<file path="config.mk">
export PLATFORM = sky130hd
export DESIGN_NAME = rca_serial_ctrl
export DESIGN_NICKNAME = d
export VERILOG_FILES = /design/src/rtl/rca_ctrl_pkg.sv /design/src/rtl/rca_4bit.sv /design/src/rtl/rca_serial_ctrl.sv
export SDC_FILE = /design/constraint.sdc
export NUM_CORES = 1
export LEC_CHECK = 0
export CAP_MARGIN = 20
export CORE_MARGIN = 4
export CORE_UTILIZATION = 40
export DETAILED_ROUTE_END_ITERATION = 12
export GPL_TIMING_DRIVEN = 0
export HOLD_SLACK_MARGIN = 0.15
export PLACE_DENSITY = 0.66
export SYNTH_ARGS = -nofsm -noshare
export SYNTH_HDL_FRONTEND = slang
export SYNTH_HIERARCHICAL = 1
export SYNTH_SLANG_ARGS = --single-unit
</file>
<file path="constraint.sdc">
create_clock -name CLK -period 3.1 [get_ports CLK]
set_input_delay 0.62 -clock CLK [delete_from_list [all_inputs] [get_ports CLK]]
set_output_delay 0.62 -clock CLK [all_outputs]
set_load 0.005 [all_outputs]
</file>
<file path="src/rtl/rca_ctrl_pkg.sv">
// Shared definitions for the nibble-serial adder controller: slice width,
// FSM state encoding and the counter-width helper.
package rca_ctrl_pkg;

  localparam int NIB_W = 4;

  typedef enum logic [1:0] {
    IDLE = 2'd0,
    RUN  = 2'd1,
    FIN  = 2'd2
  } state_t;

  // A single-nibble build still needs a 1-bit counter.
  function automatic int cnt_width(input int n);
    return (n > 1) ? $clog2(n) : 1;
  endfunction

endpackage

</file>
<file path="src/rtl/rca_4bit.sv">
// 4-bit ripple-carry adder slice, purely combinational; reused by the
// serial controller once per nibble.
module rca_4bit
  import rca_ctrl_pkg::*;
(
  input  logic [NIB_W-1:0] X,
  input  logic [NIB_W-1:0] Y,
  input  logic             C_IN,
  output logic [NIB_W-1:0] SUM,
  output logic             C_OUT
);

  logic [NIB_W:0] carry;

  assign carry[0] = C_IN;

  generate
    for (genvar gi = 0; gi < NIB_W; gi++) begin : g_fa
      assign SUM[gi]      = X[gi] ^ Y[gi] ^ carry[gi];
      assign carry[gi+1]  = (X[gi] & Y[gi]) | (carry[gi] & (X[gi] ^ Y[gi]));
    end
  endgenerate

  assign C_OUT = carry[NIB_W];

endmodule

</file>
<file path="src/rtl/rca_serial_ctrl.sv">
// Nibble-serial wide adder/subtractor with START/BUSY/DONE handshake.
// Define RCA_SERIAL_ACC_EN to add the ACC port (operand A taken from SUM).
module rca_serial_ctrl
  import rca_ctrl_pkg::*;
#(
  parameter int NIBBLES = 4
) (
  input  logic                     CLK,
  input  logic                     RST,
  input  logic                     START,
  input  logic                     SUB,
  input  logic [NIB_W*NIBBLES-1:0] X,
  input  logic [NIB_W*NIBBLES-1:0] Y,
  input  logic                     C_IN,
`ifdef RCA_SERIAL_ACC_EN
  input  logic                     ACC,
`endif
  output logic                     BUSY,
  output logic                     DONE,
  output logic [NIB_W*NIBBLES-1:0] SUM,
  output logic                     C_OUT,
  output logic                     OVF
);

  localparam int W     = NIB_W * NIBBLES;
  localparam int CNT_W = cnt_width(NIBBLES);

  state_t             state_reg;
  logic [CNT_W-1:0]   cnt_reg;
  logic [W-1:0]       a_reg;
  logic [W-1:0]       b_reg;
  logic [W-1:0]       res_reg;
  logic               carry_reg;
  logic [W-1:0]       sum_reg;
  logic               c_out_reg;
  logic               ovf_reg;
  logic               done_reg;

  logic [W-1:0]       a_src;
  logic [W-1:0]       res_next;
  logic [NIB_W-1:0]   slice_x;
  logic [NIB_W-1:0]   slice_y;
  logic [NIB_W-1:0]   slice_sum;
  logic               slice_cout;
  logic               last_nib;

`ifdef RCA_SERIAL_ACC_EN
  assign a_src = ACC ? sum_reg : X;
`else
  assign a_src = X;
`endif

  assign slice_x  = a_reg[cnt_reg*NIB_W +: NIB_W];
  assign slice_y  = b_reg[cnt_reg*NIB_W +: NIB_W];
  assign last_nib = (cnt_reg == CNT_W'(NIBBLES - 1));

  rca_4bit u_slice (
    .X     (slice_x),
    .Y     (slice_y),
    .C_IN  (carry_reg),
    .SUM   (slice_sum),
    .C_OUT (slice_cout)
  );

  // Result with the current nibble merged in, so the final nibble can be
  // published to SUM on the same edge it is computed.
  generate
    for (genvar gi = 0; gi < NIBBLES; gi++) begin : g_res
      assign res_next[gi*NIB_W +: NIB_W] =
        (cnt_reg == CNT_W'(gi)) ? slice_sum : res_reg[gi*NIB_W +: NIB_W];
    end
  endgenerate

  always_ff @(posedge CLK) begin
    if (RST) begin
      state_reg <= IDLE;
      cnt_reg   <= '0;
      a_reg     <= '0;
      b_reg     <= '0;
      res_reg   <= '0;
      carry_reg <= 1'b0;
      sum_reg   <= '0;
      c_out_reg <= 1'b0;
      ovf_reg   <= 1'b0;
      done_reg  <= 1'b0;
    end else begin
      done_reg <= 1'b0;
      case (state_reg)
        IDLE: begin
          if (START) begin
            a_reg     <= a_src;
            b_reg     <= SUB ? ~Y : Y;
            carry_reg <= SUB ? 1'b1 : C_IN;
            cnt_reg   <= '0;
            state_reg <= RUN;
          end
        end
        RUN: begin
          res_reg   <= res_next;
          carry_reg <= slice_cout;
          if (last_nib) begin
            cnt_reg   <= '0;
            sum_reg   <= res_next;
            c_out_reg <= slice_cout;
            ovf_reg   <= (a_reg[W-1] == b_reg[W-1]) && (res_next[W-1] != a_reg[W-1]);
            done_reg  <= 1'b1;
            state_reg <= FIN;
          end else begin
            cnt_reg <= cnt_reg + CNT_W'(1);
          end
        end
        FIN: begin
          state_reg <= IDLE;
        end
        default: begin
          state_reg <= IDLE;
        end
      endcase
    end
  end

  assign BUSY  = (state_reg == RUN);
  assign DONE  = done_reg;
  assign SUM   = sum_reg;
  assign C_OUT = c_out_reg;
  assign OVF   = ovf_reg;

endmodule

</file>
---- Word level (Yosys, flattened, before mapping) ----
Cells that the tools add are included.
Widths: inputs -> output; s select.
storage, ports and cells
  flip-flop bits (word level) ............. 72
  latch bits .............................. 0
  bits in writable memories ............... 0
  ROM bits ................................ 0
  input port bits ......................... 37
  output and inout bits ................... 20
  word-level logic and storage cells ...... 67
  memories kept ........................... 0
cells by class
  $add $sub $neg .......................... 1
  multiply operators ...................... 0
  div/mod/pow operators ................... 0
  $lt $le $gt $ge ......................... 0
  equality and inequality tests ........... 8
  shift operators ......................... 2
  mux-type cells .......................... 15
  bitwise operators ....................... 22
  reductions and logical operators ........ 9
operator list
  operator             count
  $shiftx 16x5->4      2
  $mux 16              1
  $mux 4               4
  $not 16->16          1
  $and 1x1->1          8
  $mux 2               4
  $pmux 2 s2           2
  $reduce_and 2->1     4
  $xor 1x1->1          8
  $eq 2x1->1 const B   2
  $eq 2x2->1 const B   2
  $logic_not 2->1      2
  $or 1x1->1           4
  $mux 1               3
  $add 2x1->2 const B  1
  $ne 2x1->1 const B   1
  $ne 2x2->1 const B   1
  $pmux 1 s2           1
  $reduce_bool 2->1    1
  $reduce_or 2->1      1
  $eq 1x1->1           1
  $logic_and 1x1->1    1
  $ne 1x1->1           1
  $not 1->1            1

---- Logic depth before layout (Yosys ltp) ----
Gate-level depths: netlist of run 1.
  depth after elaboration ................. 12
  gate-level depth with buffers ........... 13

---- Modules after synthesis ----
The synthesis of run 1 kept the hierarchy.
modules (own cells, without submodules)
  module           times used  cells an instance  area an instance (um^2)
  rca_serial_ctrl  1           320                3108.0
  rca_4bit         1           14                 117.6

---- Least setup slack after synthesis of run 1 ----
OpenSTA, ideal clock, no wires.
  path type ............................... register -> register
  from .................................... reg cnt_reg[0]
  to ...................................... reg sum_reg[3] (netlist: SUM[3])
  arrival time ............................ 3.240 ns
  required time ........................... 3.014 ns
  setup slack ............................. -0.226 ns
  stages on the path, launching flop included .. 14
  path buffers ............................ 2
  clock period less this slack ............ 3.326 ns
  cells stage by stage .................... dfxtp_1 -> buf_2 -> mux4_2 -> fa_1 -> inv_1 -> fa_1 -> inv_1 -> fa_1 -> inv_1 -> fa_1 -> inv_1 -> clkbuf_1 -> mux2i_1 -> a211oi_1
on the way
  word-level cells in the longest chain between the ends .. 10
  elaborated cells on any way between the ends .. 20
  classes of those cells .................. eq/ne: 1; shift: 2; mux: 1; bitwise: 14; reduce/logical: 2
ends and longest elaborated chain
  item                      RTL line                source
  start: declaration        rca_serial_ctrl.sv:29   logic [CNT_W-1:0] cnt_reg;
  start signal: assignment  rca_serial_ctrl.sv:109  cnt_reg <= cnt_reg + CNT_W'(1);
  $shiftx 16x5->4 *         rca_serial_ctrl.sv:53   assign slice_x = a_reg[cnt_reg*NIB_W +: NIB_W];
  net slice_x[0]            rca_serial_ctrl.sv:41   logic [NIB_W-1:0] slice_x;
  $xor 1x1->1               rca_4bit.sv:20          assign carry[gi+1] = (X[gi] & Y[gi]) | (carry[gi] & (X[gi] ^ Y[gi]));
  $and 1x1->1               rca_4bit.sv:20
  $or 1x1->1 *              rca_4bit.sv:20
  $and 1x1->1 *             rca_4bit.sv:20
  $or 1x1->1 *              rca_4bit.sv:20
  $and 1x1->1 *             rca_4bit.sv:20
  $or 1x1->1 *              rca_4bit.sv:20
  $xor 1x1->1 *             rca_4bit.sv:19          assign SUM[gi] = X[gi] ^ Y[gi] ^ carry[gi];
  net slice_sum[3]          rca_serial_ctrl.sv:43   logic [NIB_W-1:0] slice_sum;
  $mux 4 *                  rca_serial_ctrl.sv:70   (cnt_reg == CNT_W'(gi)) ? slice_sum : res_reg[gi*NIB_W +: NIB_W];
  end signal: assignment    rca_serial_ctrl.sv:103  sum_reg <= res_next;
  end: declaration          rca_serial_ctrl.sv:34   logic [W-1:0] sum_reg;
Mark *: on every way through the listed nets, which the timed path passes. The rest lies on a longest branch.
A chain may end at the register's enable or synchronous reset.

---- Worst setup path in the final report of run 1 ----
Ends and elaborated chain as after synthesis.

==> results of run 1 <==
==> worst min-delay path by stage <==
stage / start / cells past startpoint / endpoint
3_3_place_gp: a_reg[0]$_SDFFE_PP0P_ / 2 / a_reg[0]$_SDFFE_PP0P_
4_1_cts: res_reg[10]$_SDFFE_PP0N_ / 2 / res_reg[10]$_SDFFE_PP0N_
6_report: res_reg[4]$_SDFFE_PP0N_ / 2 / res_reg[4]$_SDFFE_PP0N_
2_1_floorplan: a_reg[11]$_SDFFE_PP0P_ / 2 / a_reg[11]$_SDFFE_PP0P_
3_5_place_dp: res_reg[4]$_SDFFE_PP0N_ / 2 / res_reg[4]$_SDFFE_PP0N_
5_1_grt: res_reg[6]$_SDFFE_PP0N_ / 2 / res_reg[6]$_SDFFE_PP0N_
==> worst reg2reg max path, stage by stage, from the launching register on <==
cell      delay [ps]
dfxtp_4          400
mux4_2           560
fa_2             400
inv_2             60
fa_2             180
inv_2             40
fa_2             330
inv_2             60
fa_1             410
inv_2             90
buf_8            110
mux2i_1           70
a211oi_1         220
==> kinds of logic after synthesis <==
logic type,count (synthesis),synth area share [%]
AND/OR/NAND/NOR,111,16.0
multiplexers,23,10.2
buffers and inverters,42,7.76
flip-flops,68,42.2
adder cells (fa/ha/maj),8,4.03
XOR/XNOR,16,4.34
AO/OA/AOI/OAI,66,15.4
==> cell type report <==
cell class | count | area (um^2) | share of cell area (%)
Timing Repair Buffer | 59 | 578 | 13.9
Clock buffer | 11 | 141 | 3.39
Sequential cell | 68 | 1370 | 32.8
Multi-Input combinational cell | 224 | 1620 | 38.9
Clock inverter | 5 | 75.1 | 1.80
Tap cell | 102 | 128 | 3.06
Buffer | 28 | 210 | 5.04
Inverter | 13 | 48.8 | 1.17
==> routing by layer <==
metal	global-route usage [%]	vias to the layer above	routed length, um
met5	0	-	0
met4	4.58	0	120
met3	4.14	13	337
met2	25.8	62	3490
met1	19.9	1162	3200
li1	-	1270	-
==> power groups by stage <==
stage,clock network [W],logic [W],registers [W]
after global routing,0.000855,0.000418,0.000946
after CTS,0.000805,0.000382,0.000939
after detailed placement,0,0.000355,0.000960
after floorplan,0,0.000244,0.000952
after global placement,0,0.000349,0.000959
final,0.000790,0.000380,0.000940
==> synth_stat cells, drive strengths merged <==
| cell type | instances | share of area (%) |
|---|---|---|
| a211oi | 29 | 8.3 |
| a21oi | 33 | 6.3 |
| and3b | 1 | 0.31 |
| buf | 21 | 5.3 |
| clkbuf | 8 | 0.97 |
| dfxtp | 68 | 42 |
| fa | 4 | 2.5 |
| ha | 4 | 1.6 |
| inv | 13 | 1.5 |
| mux2i | 15 | 4.7 |
| mux4 | 8 | 5.6 |
| nand2 | 53 | 6.9 |
| nand2b | 1 | 0.19 |
| nand3 | 11 | 1.7 |
| nand3b | 5 | 1.2 |
| nand4b | 1 | 0.27 |
| nor2 | 36 | 4.3 |
| nor3b | 1 | 0.58 |
| o21a | 2 | 0.47 |
| o21ai | 1 | 0.16 |
| o31ai | 1 | 0.23 |
| or3 | 1 | 0.19 |
| or3b | 1 | 0.35 |
| xnor2 | 16 | 4.3 |
==> timing repair <==
| action | CTS | global route |
|---|---|---|
| resized for setup | 11 | 4 |
| pin swaps | 4 | 5 |
| gates cloned | 1 | 0 |
| setup buffers | 3 | 1 |
| setup endpoints to repair | 8 | 4 |
==> per-stage QoR <==
stage          power, W  TNS, ps  hold slack, ps  std cells
5_1_grt         0.00222    -81.3             471        510
6_report        0.00211        0             455        510
3_5_place_dp    0.00132    -1680             448        490
4_1_cts         0.00213        0             456        510
2_1_floorplan   0.00120        0             433        334
3_3_place_gp    0.00131    -1150             439        490
==> results.toml, run 1 <==
[status]
outcome = "finished clean"

[cells_and_area]
layout-drive-gt1-share_pct = 22.3
final_util_pct = 53.7
area_growth_pct = 29.2
nets = 448
diodes = 0
n_fill_cell = 735
final_cell_mix = "dfxtp_1 (67), clkdlybuf4s50_1 (54), nand2_1 (43)"
mostFrequentLayoutCell = "dfxtp_1"
fin_area_um2 = 4170

[critical_path]
crit_buf_inv = 5
r2r_end = "SUM[3]$_SDFFE_PP0P_"
reg2regPathDepth = 12
startpoint = "cnt_reg[0]$_SDFFE_PP0P_"
endpoint = "SUM[3]$_SDFFE_PP0P_"
crit-reg2reg-launch = "cnt_reg[0]$_SDFFE_PP0P_"
r2r_slack_ps = 90
critical_path_required_ps = 3350
cpMostUsedCell = "inv_2"
crit_family = "adder cells"
cp_cell_sequence = "mux4_2 > fa_2 > inv_2 > fa_2 > inv_2 > fa_2 > inv_2 > fa_1 > inv_2 > buf_8 > mux2i_1 > a211oi_1"
crit_fanout = 5
cp_num_cells = 12
arrival_ps = 3260
critPathSlowestCell = "mux4_2"
crit_path_end_kind = "register"
start_kind = "register"
crit_type = "register to register"
cpPeakStageDelay_ps = 560

[place]
dp_hpwl_um = 5290
placement.cell_area_um2 = 3900
dp_slack_ps = -303
portBuffers = 54
place.gp.congestion = 0.774

[clock_network]
cts.htree.levels = 3
numCtsBuffers = 9
cts_tree = "done"
root_buffer = "clkbuf_8"
clk_latency_ps = 330
cts_buffer_depth = 2
clock-sinks = 68
cts.clk_slew.worst_paths_ps = 70
cts-hold-fix-buffers = 0

[floorplan]
pin_count = 57
core-area_um2 = 7770
die_height_um = 97.8
num_rows = 32
start_util_pct = 41.5
die_w_um = 97.8
die-area_um2 = 9560

[pwr]
p_seq_share_pct = 44.6
clkPwrFrac_pct = 37.4
sw_frac_of_total_pct = 25.5
p_int_w = 0.00157
comb_power_share_pct = 18.0
leakage_nw = 1.49
power_density_nw_per_um2 = 506
p_sw_w = 0.000538
ir_drop_uv = 196

[timing]
rsz0062_at_grt = "yes"
period_share_pct = 97.1
period_needed_ps = 3010
setup_violations = 0
setup_slack_ps = 90.3
fmax_mhz = 332
slew_viol_final = 0
worst_pin_slew_ps = 676
max_slew_margin_pct = 54.9
hold_viol = 0
fin_skew_ps = 9.08

[logic_synthesis]
synth_nets = 379
yosysWarnings = 6
netlist_instances = 334
synthDistinctLibCells = 32
synth_area_um2 = 3230
ys_ff_latch = 68
avgSynthCellArea_um2 = 9.66
yosysSeqAreaShare_pct = 42.2

[global_routing]
first_global_vias = 2515
antenna_found_initial = 0
track_usage_pct = 15.5
grt_pass1_wl_um = 12000
grt_max_degree = 12
grt.overflow.total = 0

[detailed_routing]
totalWireLength_um = 7150
ant_nets = 0
wl_per_cell_um = 14.0
vias = 2507
drc = 0
drt_iter0_drc = 58
first_pass_iters = 4
via_per_inst = 4.92

[flow_run]
maxCapViolCount = 0

[hold_path]
min_path_type = "register to register"
(Power assumes the default switching activity.)
==> run 2: changes to the inputs <==
--- a/config.mk
+++ b/config.mk
@@ -9,7 +9,6 @@
 export CORE_MARGIN = 4
 export CORE_UTILIZATION = 40
 export DETAILED_ROUTE_END_ITERATION = 12
-export GPL_TIMING_DRIVEN = 0
 export HOLD_SLACK_MARGIN = 0.15
 export PLACE_DENSITY = 0.66
 export SYNTH_ARGS = -nofsm -noshare
==> results.toml, run 2 (same netlist as run 1, synthesis figures left out) <==
[place]
place.gp.congestion = 0.780
portBuffers = 56
dp_slack_ps = 37.3
dp_cells = 472
dp_hpwl_um = 4740

[detailed_routing]
wl_met3_um = 360
top_layer_used = "met4"
wl_per_cell_um = 13.8
ant_nets = 0
via_per_inst = 4.87
totalWireLength_um = 6800
drc = 0
wl_met2_um = 3290
drt_iter0_drc = 89
vias = 2393
met1_length_um = 3090
first_pass_iters = 4

[cells_and_area]
fin_cells = 491
mostFrequentLayoutCell = "dfxtp_1"
final_cell_mix = "dfxtp_1 (67), clkdlybuf4s50_1 (55), nand2_1 (43)"
area_growth_pct = 24.2
diodes = 0
nets = 429
final_util_pct = 51.6
layout-drive-gt1-share_pct = 19.3

[floorplan]
die_w_um = 97.8
start_util_pct = 41.5
die-area_um2 = 9560
num_rows = 32
pin_count = 57
die_height_um = 97.8
core-area_um2 = 7770

[timing]
max_slew_margin_pct = 55.8
worst_pin_slew_ps = 663
rsz0062_at_grt = "no"
setup_violations = 0
period_needed_ps = 2970
fin_setup_tns_ps = 0
setup_slack_ps = 131
slew_viol_final = 0
hold_viol = 0
fin_skew_ps = 5.53
period_share_pct = 95.8
fmax_mhz = 337

[pwr]
clkPwrFrac_pct = 36.5
power_density_nw_per_um2 = 504
p_seq_share_pct = 46.6
finalPower_w = 0.00202
p_sw_w = 0.000551
comb_power_share_pct = 16.9
leakage_nw = 1.40
sw_frac_of_total_pct = 27.3
p_int_w = 0.00147
ir_drop_uv = 227

[global_routing]
grt_pass1_wl_um = 11300
track_usage_pct = 14.5
first_global_vias = 2315
antenna_found_initial = 0
grt.overflow.total = 0
grt_max_degree = 49

[clock_network]
clk_latency_ps = 350
clock-sinks = 68
numCtsBuffers = 9
root_buffer = "clkbuf_8"
cts.clk_slew.worst_paths_ps = 70
cts.htree.levels = 3
cts_buffer_depth = 2
cts_tree = "done"
cts-hold-fix-buffers = 0

[critical_path]
crit_path_end_kind = "register"
cpPeakStageDelay_ps = 520
reg2regPathDepth = 11
start_kind = "register"
cp_cell_sequence = "mux4_2 > fa_2 > inv_1 > fa_1 > inv_1 > fa_1 > inv_1 > fa_1 > inv_2 > mux2i_1 > a211oi_1"
crit_type = "register to register"
critical_path_required_ps = 3370
arrival_ps = 3240
critPathSlowestCell = "mux4_2"
crit_fanout = 5

[hold_path]
min_path_type = "register to register"
hold_depth = 2

[flow_run]
maxCapViolCount = 0

[status]
outcome = "finished clean"
[run 2: final timing paths]
path	to	from	slack, ps
worst max-delay path	SUM[7]$_SDFFE_PP0P_	cnt_reg[0]$_SDFFE_PP0P_	130
worst min-delay path	a_reg[13]$_SDFFE_PP0P_	a_reg[13]$_SDFFE_PP0P_	450
worst max register to register	SUM[7]$_SDFFE_PP0P_	cnt_reg[0]$_SDFFE_PP0P_	130
worst min register to register	a_reg[13]$_SDFFE_PP0P_	a_reg[13]$_SDFFE_PP0P_	450
[run 2: final cells by class]
type	instances	area, um^2
Clock buffer	10	138
Clock inverter	6	63.8
Fill cell	746	3760
Inverter	13	48.8
Multi-Input combinational cell	224	1620
Sequential cell	68	1370
Tap cell	102	128
Timing Repair Buffer	67	638
Timing Repair inverter	1	5.00
[run 2: metal layers]
| layer | track usage [%] | vias to the layer above |
|---|---|---|
| li1 | - | 1233 |
| met1 | 18.8 | 1095 |
| met2 | 23.0 | 56 |
| met3 | 4.93 | 9 |
| met4 | 4.79 | 0 |
| met5 | 0 | - |
[run 2: through the flow]
| stage | hold slack (ps) | area, um^2 |
|---|---|---|
| after floorplan | 433 | 3230 |
| after global placement | 441 | 3780 |
| after detailed placement | 448 | 3780 |
| after CTS | 459 | 3980 |
| after global routing | 483 | 4010 |
| final | 455 | 4010 |
[run 2: power groups by stage]
stage / logic, W / clock network (W) / registers [W]
after floorplan: 0.000244 / 0 / 0.000952
final: 0.000342 / 0.000737 / 0.000942
after detailed placement: 0.000328 / 0 / 0.000962
after global routing: 0.000376 / 0.000798 / 0.000947
after global placement: 0.000323 / 0 / 0.000961
after CTS: 0.000329 / 0.000754 / 0.000942
[run 2: what timing repair did]
item,in CTS,in global routing
endpoints found under the hold margin,0,0
buffers inserted,0,2
resized for setup,0,4
endpoints found under the setup margin,0,4
[run 2: worst max-delay path: cells and delay by family (launching register included)]
family                     cells  cell delay (ps)
adders and majority gates      4             1370
muxes                          2              600
AOI/OAI and AO/OA              1              220
DFF                            1              370
buffers and inverters          4              330
